$ cat config.mk
export PLATFORM = sky130hd
export DESIGN_NAME = bias_load_ctrl
export DESIGN_NICKNAME = d
export VERILOG_FILES = /design/src/rtl/bias_load_ctrl_pkg.sv /design/src/rtl/bias_load_ctrl.sv
export SDC_FILE = /design/constraint.sdc
export NUM_CORES = 1
export LEC_CHECK = 0
export ABC_AREA = 1
export CORE_AREA = 2 2 437 439
export CTS_CLUSTER_DIAMETER = 30
export DETAILED_ROUTE_END_ITERATION = 10
export DIE_AREA = 0 0 439 441
export SYNTH_ARGS = -nofsm -noshare
export SYNTH_HDL_FRONTEND = slang
export SYNTH_SLANG_ARGS = --single-unit
$ cat constraint.sdc
create_clock -name clk_i -period 1.65 [get_ports clk_i]
set_input_delay 0.2475 -clock clk_i [delete_from_list [all_inputs] [get_ports clk_i]]
set_output_delay 0.2475 -clock clk_i [all_outputs]
set_load 0.1 [all_outputs]
$ cat src/rtl/bias_load_ctrl_pkg.sv
// bias_load_ctrl_pkg: FSM encoding and package-size derivations for the bias loader
package bias_load_ctrl_pkg;
  typedef enum logic [1:0] {IDLE, REQ, RECV, DONE} state_t;
  function automatic int pkg_len(input int dw, input int fw);
    return dw / fw;
  endfunction
  function automatic int pkg_num(input int rl, input int dw, input int fw);
    return rl / (dw / fw);
  endfunction
  function automatic logic [5:0] calc_npkg(input int num, input int pl, input int pn);
    int p;
    p = (num + pl - 1) / pl;
    return 6'(p > pn ? pn : p);
  endfunction
endpackage

$ cat src/rtl/bias_load_ctrl.sv
// bias_load_ctrl: fetches a layer's bias block in one burst and streams it into the bias array
module bias_load_ctrl
  import bias_load_ctrl_pkg::*;
#(
  parameter int DW = 512,
  parameter int FW = 32,
  parameter int RL = 512,
  parameter int AW = 32
) (
  input  logic          clk_i,
  input  logic          rst_i,
  input  logic          start_i,
  input  logic [9:0]    bias_num_i,
  input  logic [AW-1:0] base_addr_i,
  output logic          rd_req_o,
  output logic [AW-1:0] rd_addr_o,
  output logic [5:0]    rd_len_o,
  input  logic          rd_ack_i,
  input  logic          rd_valid_i,
  input  logic [DW-1:0] rd_data_i,
  output logic          bias_en_o,
  output logic [4:0]    bias_addr_o,
  output logic [DW-1:0] bias_data_o,
  output logic          busy_o,
  output logic          done_o
);
  localparam int PKG_LEN = pkg_len(DW, FW);
  localparam int PKG_NUM = pkg_num(RL, DW, FW);
  state_t state, state_n;
  logic [5:0] cnt;
  logic beat, last, load;
  // next state and state-decoded outputs
  always_comb begin
    beat = state == RECV && rd_valid_i;
    last = beat && cnt == 6'(rd_len_o - 6'd1);
    load = state == IDLE && start_i && bias_num_i != 10'd0;
    rd_req_o = state == REQ;
    busy_o = state != IDLE;
    done_o = state == DONE;
    state_n = state == IDLE ? (start_i ? (bias_num_i == 10'd0 ? DONE : REQ) : IDLE) :
              state == REQ  ? (rd_ack_i ? RECV : REQ) :
              state == RECV ? (last ? DONE : RECV) : IDLE;
  end
  // state register
  always_ff @(posedge clk_i)
    state <= rst_i ? IDLE : state_n;
  // request latching, beat counting and the one-cycle write pipeline
  always_ff @(posedge clk_i) begin
    if (rst_i) begin
      rd_addr_o <= '0;
      rd_len_o <= '0;
      cnt <= '0;
      bias_en_o <= 1'b0;
      bias_addr_o <= '0;
      bias_data_o <= '0;
    end else begin
      bias_en_o <= beat;
      if (beat) begin
        bias_addr_o <= cnt[4:0];
        bias_data_o <= rd_data_i;
        cnt <= cnt + 6'd1;
      end
      if (load) begin
        rd_addr_o <= base_addr_i;
        rd_len_o <= calc_npkg(32'(bias_num_i), PKG_LEN, PKG_NUM);
        cnt <= '0;
      end
    end
  end
endmodule

==> metrics, run 1 <==
Max-Cap Viols=0; clk root buf=clkbuf_16; Inst Count DP=6170; Crit Path Category=flop to output port; synthesized cell area=20000 µm²; CORE AREA=189000 µm²; dpl hpwl=116 mm; H-tree depth=4; routability cong.=0.957; final core occ=30.0%; reg-to-reg slack, setup=-0.24 ns; Die Width=439 µm; Mapped Cells=2555; CP cell instances=buf_6 -> nor2_4 -> buf_12; via count=26000; pre-CTS setup slack=-0.380 ns; synth unique cells=31; Critical Path Slowest Stage Cell=dfxtp_4; clock sink total=564; Remaining Overflow, GRT=0; # setup viols final=473; ranking of synthesized cells by area=dfxtp_1 (56%), nor2_1 (20%), o21ai_0 (13%); initial core utilization=10.6%; clk buf depth=3; Layout Nets=4752; Max Fclk=517 MHz; status=finished, violations left; YS warnings=0; Net Count, Synth=3116; predominant post-synthesis flop cell=dfxtp_1; Worst IR Drop VDD=0.856 mV; share of the synthesized area in the top cell type=56.5%; min cycle time layout=1.94 ns; Std-Cell Rows=160; RSZ-0062 raised after global routing=yes; largest net degree at the start of global routing=55; syn_area_per_cell=7.82 µm²; via-per-instance ratio=3.78; Startpoint Class=flop; die area=194000 µm²; period utilization=117%; Async SR Flop Fraction=0%; Buffers on Ports=1117; HP Class=primary input to flop; Final Hold Viols=0; CP peak stage delay=0.34 ns; DRT Wirelength=167 mm; DR pass1 iterations=6; ANT nets after route=0; Crit path buffers/inverters=2; Final Slew Violations=0; GRT Total Usage=14.6%; P&R area growth vs syn=184%; clk slew on worst S/H paths=0.04 ns; delay-heaviest family, CP=flip-flops; Die Y=441 µm; Synth Register Bits=564; failing checks=negative setup slack; CTS tree=done; register area share after synthesis=56.5%; power per cell area=1150 nW/µm²; Final Instance Count excl. Fillers=6865; Worst-Margin Slew=0.473 ns; first-pass GRT wire length=197 mm; Commonest cells post-synth=nor2_1 (1046), dfxtp_1 (564), o21ai_0 (521), nand2_1 (104), buf_2 (76); Ports=1118; P_leak=22.4 nW; post-synth top area cell=dfxtp_1; count leader, synth=nor2_1; layout cell share with drive strength beyond 1=53.1%; TritonCTS buffer count=172; DRT iter0 DRCs=1662; vias in the first global route=24500; Slew HR=68.3%; WL/cell=24.3 µm; crit end category=output port; CP max FO=3; DRC Markers=0; CP required=1.40 ns; final worst setup slack=-0.286 ns; clock latency at the later pin of the worst-skew pair=0.77 ns; Design Power=0.0652 W; Clock Skew=0.0330 ns; initial antenna violation count=54; EDFF count, synth=0; Worst EP arrival=1.69 ns
## repair_timing
item,CTS,global route
pin swaps,2,95
hold endpoints to repair,198,0
resized for setup,712,1305
hold buffers,198,0
cloned,14,91
buffers inserted,26,44
endpoints found under the setup margin,818,525
## through the flow
stage               hold WS [ns]  setup TNS, ns  area, µm²
detailed placement         0.476        -149.38      40700
finish                    0.0733         -49.46      56800
global route              0.0470         -74.43      56800
CTS                     0.000149          -5.18      50500
global placement           0.472        -135.35      40700
floorplan                  0.317              0      20000
## where the power goes
part	switching (W)	leakage [nW]	internal (W)	total (W)
clock	0.0107	3.01	0.0239	0.0346
sequential	0.000957	4.85	0.0145	0.0155
combinational	0.00909	14.6	0.00604	0.0151
total	0.0207	22.4	0.0444	0.0652
## kinds of logic after synthesis
logic type,count (synthesis),share of synthesized area [%]
xor gates and xnor gates,2,0.0876
buffers and inverters,216,5.71
DFF,564,56.5
adders and majority gates,2,0.125
and+or+nand+nor,1239,24.2
AOI/OAI and AO/OA,532,13.3
## area by class of cell
cell class              count  area [µm²]
inverters                  33         163
clock inverters            84        1170
repair inverters            1        16.3
well taps                2511        3140
clock buffers             236        5030
multi-input cells        1775       10800
flip-flops and latches    564       12200
fillers                 18800      132000
diodes                     17        42.5
repair buffers           1644       24300
## placed cells by master, fill, tap and decap left out, types with 20 or more instances in the layout
| cell | synthesis | routed |
|---|---|---|
| buf_12 | 3 | 640 |
| nor2_1 | 1046 | 606 |
| clkdlybuf4s50_1 | 0 | 558 |
| dfxtp_2 | 0 | 425 |
| nor2_4 | 2 | 337 |
| clkbuf_16 | 0 | 246 |
| o21ai_0 | 521 | 229 |
| dlygate4sd3_1 | 0 | 198 |
| o21ai_1 | 1 | 185 |
| nor2_2 | 3 | 108 |
| o21ai_2 | 0 | 106 |
| nand2_1 | 104 | 101 |
| dfxtp_4 | 0 | 88 |
| buf_4 | 3 | 86 |
| dfxtp_1 | 564 | 51 |
| nand3_1 | 49 | 46 |
| clkbuf_8 | 0 | 46 |
| buf_6 | 23 | 39 |
| clkinv_2 | 0 | 38 |
| buf_8 | 0 | 29 |
| inv_1 | 29 | 25 |
| nand2_2 | 20 | 22 |
| buf_16 | 0 | 20 |
## layer usage
layer / routed length, µm / vias to the layer above / global-route usage (%)
met5: 319 / - / 0
met4: 7920 / 48 / 6.52
met3: 14700 / 391 / 5.69
met2: 77100 / 1250 / 22.5
met1: 66500 / 12700 / 18.1
li1: - / 11600 / -
## state kept, by name, indices dropped and copies added (netlist names)
| name | cells |
|---|---|
| bias_data_o | 512 |
| rd_addr_o | 32 |
| cnt | 6 |
| rd_len_o | 6 |
| bias_addr_o | 5 |
| state | 2 |
| bias_en_o | 1 |
## worst register-to-register path: stages, from the launching register on
cell and delay [ns]:
dfxtp_4 0.34, buf_4 0.10, buf_6 0.12, nand2_4 0.05
nor2_4 0.10, buf_12 0.17, clkinv_16 0.09, buf_12 0.17
buf_16 0.16, clkbuf_16 0.23, nor2_1 0.20, nor2_1 0.07
## worst paths after layout
| check | cells after the start | to | from |
|---|---|---|---|
| max | 3 | rd_req_o | state[1] |
| min | 3 | bias_data_o[231] | rd_data_i[231] |
| max reg2reg | 11 | bias_data_o[207] | state[1] |
| min reg2reg | 2 | rd_addr_o[23] | rd_addr_o[23] |
(Power assumes the default switching activity.)
==> run 2, diff against run 1 <==
--- a/config.mk
+++ b/config.mk
@@ -6,10 +6,14 @@
 export NUM_CORES = 1
 export LEC_CHECK = 0
 export ABC_AREA = 1
-export CORE_AREA = 2 2 437 439
+export CELL_PAD_IN_SITES_DETAIL_PLACEMENT = 0
+export CELL_PAD_IN_SITES_GLOBAL_PLACEMENT = 2
+export CORE_AREA = 2 2 429 431
 export CTS_CLUSTER_DIAMETER = 30
 export DETAILED_ROUTE_END_ITERATION = 10
-export DIE_AREA = 0 0 439 441
+export DIE_AREA = 0 0 431 433
+export DONT_BUFFER_PORTS = 1
+export PLACE_DENSITY_LB_ADDON = 0.1
 export SYNTH_ARGS = -nofsm -noshare
 export SYNTH_HDL_FRONTEND = slang
 export SYNTH_SLANG_ARGS = --single-unit
==> metrics, run 2 (synthesis gave the netlist of run 1 again) <==
largest net degree at the start of global routing=107; H-tree depth=4; Slew HR=68.2%; Layout Nets=4405; Max-Cap Viols=0; via-per-instance ratio=3.51; DR pass1 iterations=5; Clock Skew=0.0544 ns; routability cong.=0.774; failing checks=negative setup slack; first-pass GRT wire length=167 mm; Worst IR Drop VDD=0.837 mV; Max Fclk=553 MHz; RSZ-0062 raised after global routing=yes; Ports=1118; layout cell share with drive strength beyond 1=40.4%; DRC Markers=0; min cycle time layout=1.81 ns; largest registers=bias_data_o: 512 flops, rd_addr_o: 32 flops; clock latency at the later pin of the worst-skew pair=0.82 ns; vias in the first global route=24000; commonest non-fill, non-tap cell in the layout=nor2_1; Biggest register=bias_data_o; final worst setup slack=-0.158 ns; commonest cells after routing, fill and taps aside=nor2_1 (1040), buf_12 (589), dlygate4sd3_1 (557); Die Y=433 µm; Worst-Margin Slew=0.476 ns; status=finished, violations left; ANT nets after route=0; dpl hpwl=90.2 mm; GRT Total Usage=12.2%; Startpoint Class=flop; Final Slew Violations=0; max reg flops=512; power per cell area=1350 nW/µm²; Worst EP arrival=1.56 ns; clock sink total=564; final hold slack=0.110 ns; pre-CTS setup slack=-0.0346 ns; WL/cell=18.9 µm; crit end category=output port; clk slew on worst S/H paths=0.04 ns; Std-Cell Rows=157; clk buf depth=3; CP max FO=3; Buffers on Ports=0; TritonCTS buffer count=210; P&R area growth vs syn=143%; Crit Path Category=flop to output port; CP required=1.40 ns; total negative slack=-0.420 ns; P_leak=20.4 nW; DRT Wirelength=121 mm; die area=187000 µm²; clk root buf=clkbuf_16; Design Power=0.0656 W; Final Hold Viols=0; initial antenna violation count=16; HP Class=primary input to flop; period utilization=110%; CTS tree=done; initial core utilization=11.0%; Remaining Overflow, GRT=0; DRT iter0 DRCs=1004; Die Width=431 µm; CORE AREA=182000 µm²; final core occ=26.6%; via count=22500; # setup viols final=3
==> run 2: worst paths after layout <==
kind | slack [ns] | cells past startpoint | start | endpoint
setup / recovery | -0.16 | 4 | state[0] | rd_req_o
setup reg to reg | 0.08 | 9 | state[0] | bias_data_o[309]
hold / removal | 0.11 | 9 | bias_num_i[2] | rd_len_o[3]
hold reg to reg | 0.49 | 2 | bias_addr_o[0] | bias_addr_o[0]
==> run 2: power by group <==
group	total [W]	internal (W)	switching (W)
logic	0.0123	0.00449	0.00783
registers	0.0153	0.0146	0.000714
clock network	0.0380	0.0268	0.0112
total	0.0656	0.0459	0.0197
==> run 2: worst max-delay path: stages, from the launching register on <==
cell and delay (ns):
dfxtp_2 0.32, buf_6 0.12, inv_2 0.04, nor2_4 0.11, buf_12 0.19
==> run 2: layer usage <==
metal	global-route usage [%]	up-vias	routed length, µm
met4	5.14	8	4210
met3	4.57	221	8700
li1	-	10900	-
met1	12.3	10500	44200
met5	0	-	45
met2	22.3	808	63800
==> run 2: cell type report <==
class	count	area [µm²]
Antenna cell	12	30.0
Clock buffer	330	6430
Clock inverter	50	671
Fill cell	19300	134000
Inverter	33	144
Multi-Input combinational cell	1775	7600
Sequential cell	564	12000
Tap cell	2385	2980
Timing Repair Buffer	1260	18600
==> run 2: metrics by stage <==
stage / cell area [µm²] / instances
after floorplan: 20000 / 2555
after global placement: 27600 / 5432
final: 48500 / 6409
after detailed placement: 27600 / 5432
after global routing: 48500 / 6404
after CTS: 48000 / 6379
==> run 2: timing repair <==
action / in CTS / in global routing
pin swaps: 2 / 4
hold buffers: 560 / 0
gates cloned: 0 / 9
setup endpoints to repair: 559 / 646
resized for setup: 2223 / 38
buffers inserted: 8 / 9
endpoints found under the hold margin: 564 / 0
==> run 3, diff against run 2 <==
==> config.mk (replaced) <==
export PLATFORM = sky130hd
export DESIGN_NAME = bias_load_ctrl
export DESIGN_NICKNAME = d
export VERILOG_FILES = /design/src/rtl/bias_load_ctrl_pkg.sv /design/src/rtl/bias_load_ctrl.sv
export SDC_FILE = /design/constraint.sdc
export NUM_CORES = 1
export LEC_CHECK = 0
export ABC_AREA = 1
export CORE_AREA = 2 2 439 441
export CTS_CLUSTER_DIAMETER = 30
export DETAILED_ROUTE_END_ITERATION = 10
export DIE_AREA = 0 0 441 443
export DONT_BUFFER_PORTS = 1
export SETUP_SLACK_MARGIN = 0.05
export SYNTH_ARGS = -nofsm -noshare
export SYNTH_HDL_FRONTEND = slang
export SYNTH_SLANG_ARGS = --single-unit
==> metrics, run 3 (synthesis gave the netlist of run 1 again) <==
status=finished, violations left; failing checks=negative setup slack; commonest cells after routing, fill and taps aside=nor2_1 (892), buf_12 (614), dlygate4sd3_1 (557); DR pass1 iterations=8; layout cell share with drive strength beyond 1=53.4%; first-pass GRT wire length=198 mm; fillers=18900; # setup viols final=270; initial core utilization=10.5%; Slew HR=39.2%; Register-to-Register Path Depth=9; Layout Nets=4511; largest net degree at the start of global routing=110; P&R area growth vs syn=161%; CTS tree=done; reg-to-reg slack, setup=-0.14 ns; final hold slack=0.0344 ns; DRT Wirelength=178 mm; Biggest register=bias_data_o; hold endpoint=rd_len_o[1]; vias in the first global route=24900; power per cell area=1130 nW/µm²; Max-Cap Viols=0; GRT Total Usage=14.5%; clock sink total=564; CP required=1.40 ns; routability cong.=0.985; Die Width=441 µm; Worst-Margin Slew=0.913 ns; Hold Path Depth=7; Final Slew Violations=0; Crit path buffers/inverters=2; initial antenna violation count=154; Startpoint Class=flop; DRC Markers=0; Die Y=443 µm; Std-Cell Rows=161; via count=27300; P_leak=20.7 nW; H-tree depth=4; reg-to-reg endpoint=bias_data_o[104]; TritonCTS buffer count=140; Final Hold Viols=0; crit end category=output port; final worst setup slack=-0.167 ns; CP cell instances=buf_6 -> nor2_4 -> buf_12; max reg flops=512; clk slew on worst S/H paths=0.04 ns; CP peak stage delay=0.32 ns; HP Class=primary input to flop; period utilization=110%; clock latency at the later pin of the worst-skew pair=0.78 ns; die area=195000 µm²; Remaining Overflow, GRT=0; Clock Skew=0.0397 ns; largest registers=bias_data_o: 512 flops, rd_addr_o: 32 flops; Critical Path Slowest Stage Cell=dfxtp_2; via-per-instance ratio=4.08; Ports=1118; hold_sp=bias_num_i[0]; min cycle time layout=1.82 ns; Worst IR Drop VDD=0.892 mV; Worst EP arrival=1.57 ns; WL/cell=26.6 µm; delay-heaviest family, CP=flip-flops; ANT nets after route=0; Buffers on Ports=0; pre-CTS setup slack=0.0194 ns; clk root buf=clkbuf_16; CP max FO=3; Crit Path Category=flop to output port; Max Fclk=550 MHz; worst flop-to-flop path startpoint=state[0]; Design Power=0.0590 W; dpl hpwl=108 mm; DRT iter0 DRCs=2451; clk buf depth=3; CORE AREA=191000 µm²; total negative slack=-13.30 ns; RSZ-0062 raised after global routing=yes; commonest non-fill, non-tap cell in the layout=nor2_1
-- run 3: cell types whose count changed in the layout (fill, tap and decap cells not counted), moves of 22 or more --
cell,delta
o21ai_4,+22
clkbuf_8,-56
clkbuf_1,-29
buf_4,+53
dfxtp_2,-84
nor2_2,+70
dfxtp_4,+91
o21ai_0,-317
nor2_4,+78
o21ai_2,+280
nor2_1,-148
buf_12,+25
diode_2,+88
-- run 3: where the power goes --
group | internal, W | switching (W) | leakage (nW)
clock | 0.0196 | 0.00953 | 2.39
combinational | 0.00536 | 0.00906 | 13.4
sequential | 0.0145 | 0.000917 | 4.87
total | 0.0395 | 0.0195 | 20.7
-- run 3: worst max path at each step --
stage	start	endpoint	cells after the start	slack [ns]
floorplan	rd_len_o[0]	state[0]	11	0.10
global placement	state[1]	bias_data_o[99]	7	0.07
detailed placement	state[1]	bias_data_o[301]	6	0.02
CTS	state[1]	rd_req_o	3	-0.18
global route	state[1]	rd_req_o	3	-0.23
finish	state[1]	rd_req_o	3	-0.17
-- run 3: timing repair --
item                                    4_1_cts  5_1_grt
resized for setup                          2253     1115
endpoints found under the hold margin       563        0
endpoints found under the setup margin      564      727
hold buffers                                563        0
cloned                                        2       98
pin swaps                                     4      288
setup buffers                                13      137
-- run 3: cell type report --
cell class / count / area, µm² / area share [%]
antenna: 100 / 250 / 0.480
multi-input combinational: 1775 / 9710 / 18.6
clock inverter: 78 / 1090 / 2.10
tap: 2526 / 3160 / 6.07
sequential: 564 / 12300 / 23.6
timing repair buffer: 1435 / 21600 / 41.4
clock buffer: 177 / 3840 / 7.38
inverter: 33 / 168 / 0.322
timing repair inverter: 1 / 20.0 / 0.0384
-- run 3: stage by stage --
stage               util [%]  cell area (µm²)  std cells
floorplan                  -            20000       2555
global placement        14.3            27200       5527
detailed placement      14.3            27200       5527
CTS                     23.9            45800       6359
global route            27.2            52000       6644
finish                  27.3            52100       6689
-- run 3: tightest hold or removal path: stages --
cell,delay [ns]
nor2_4,0.03
nand2_4,0.08
nand2_1,0.08
nand2_1,0.09
a21oi_1,0.08
nand3_2,0.06
nand2_1,0.05
-- run 3: layer usage --
metal	track usage [%]	share of wire (%)	up-vias	wire length [µm]
met1	16.1	36	13000	63900
met3	6.38	11	825	20200
met2	21.2	43	2169	76500
met5	0	0.34	-	612
li1	-	-	11200	-
met4	11.6	9.4	92	16800
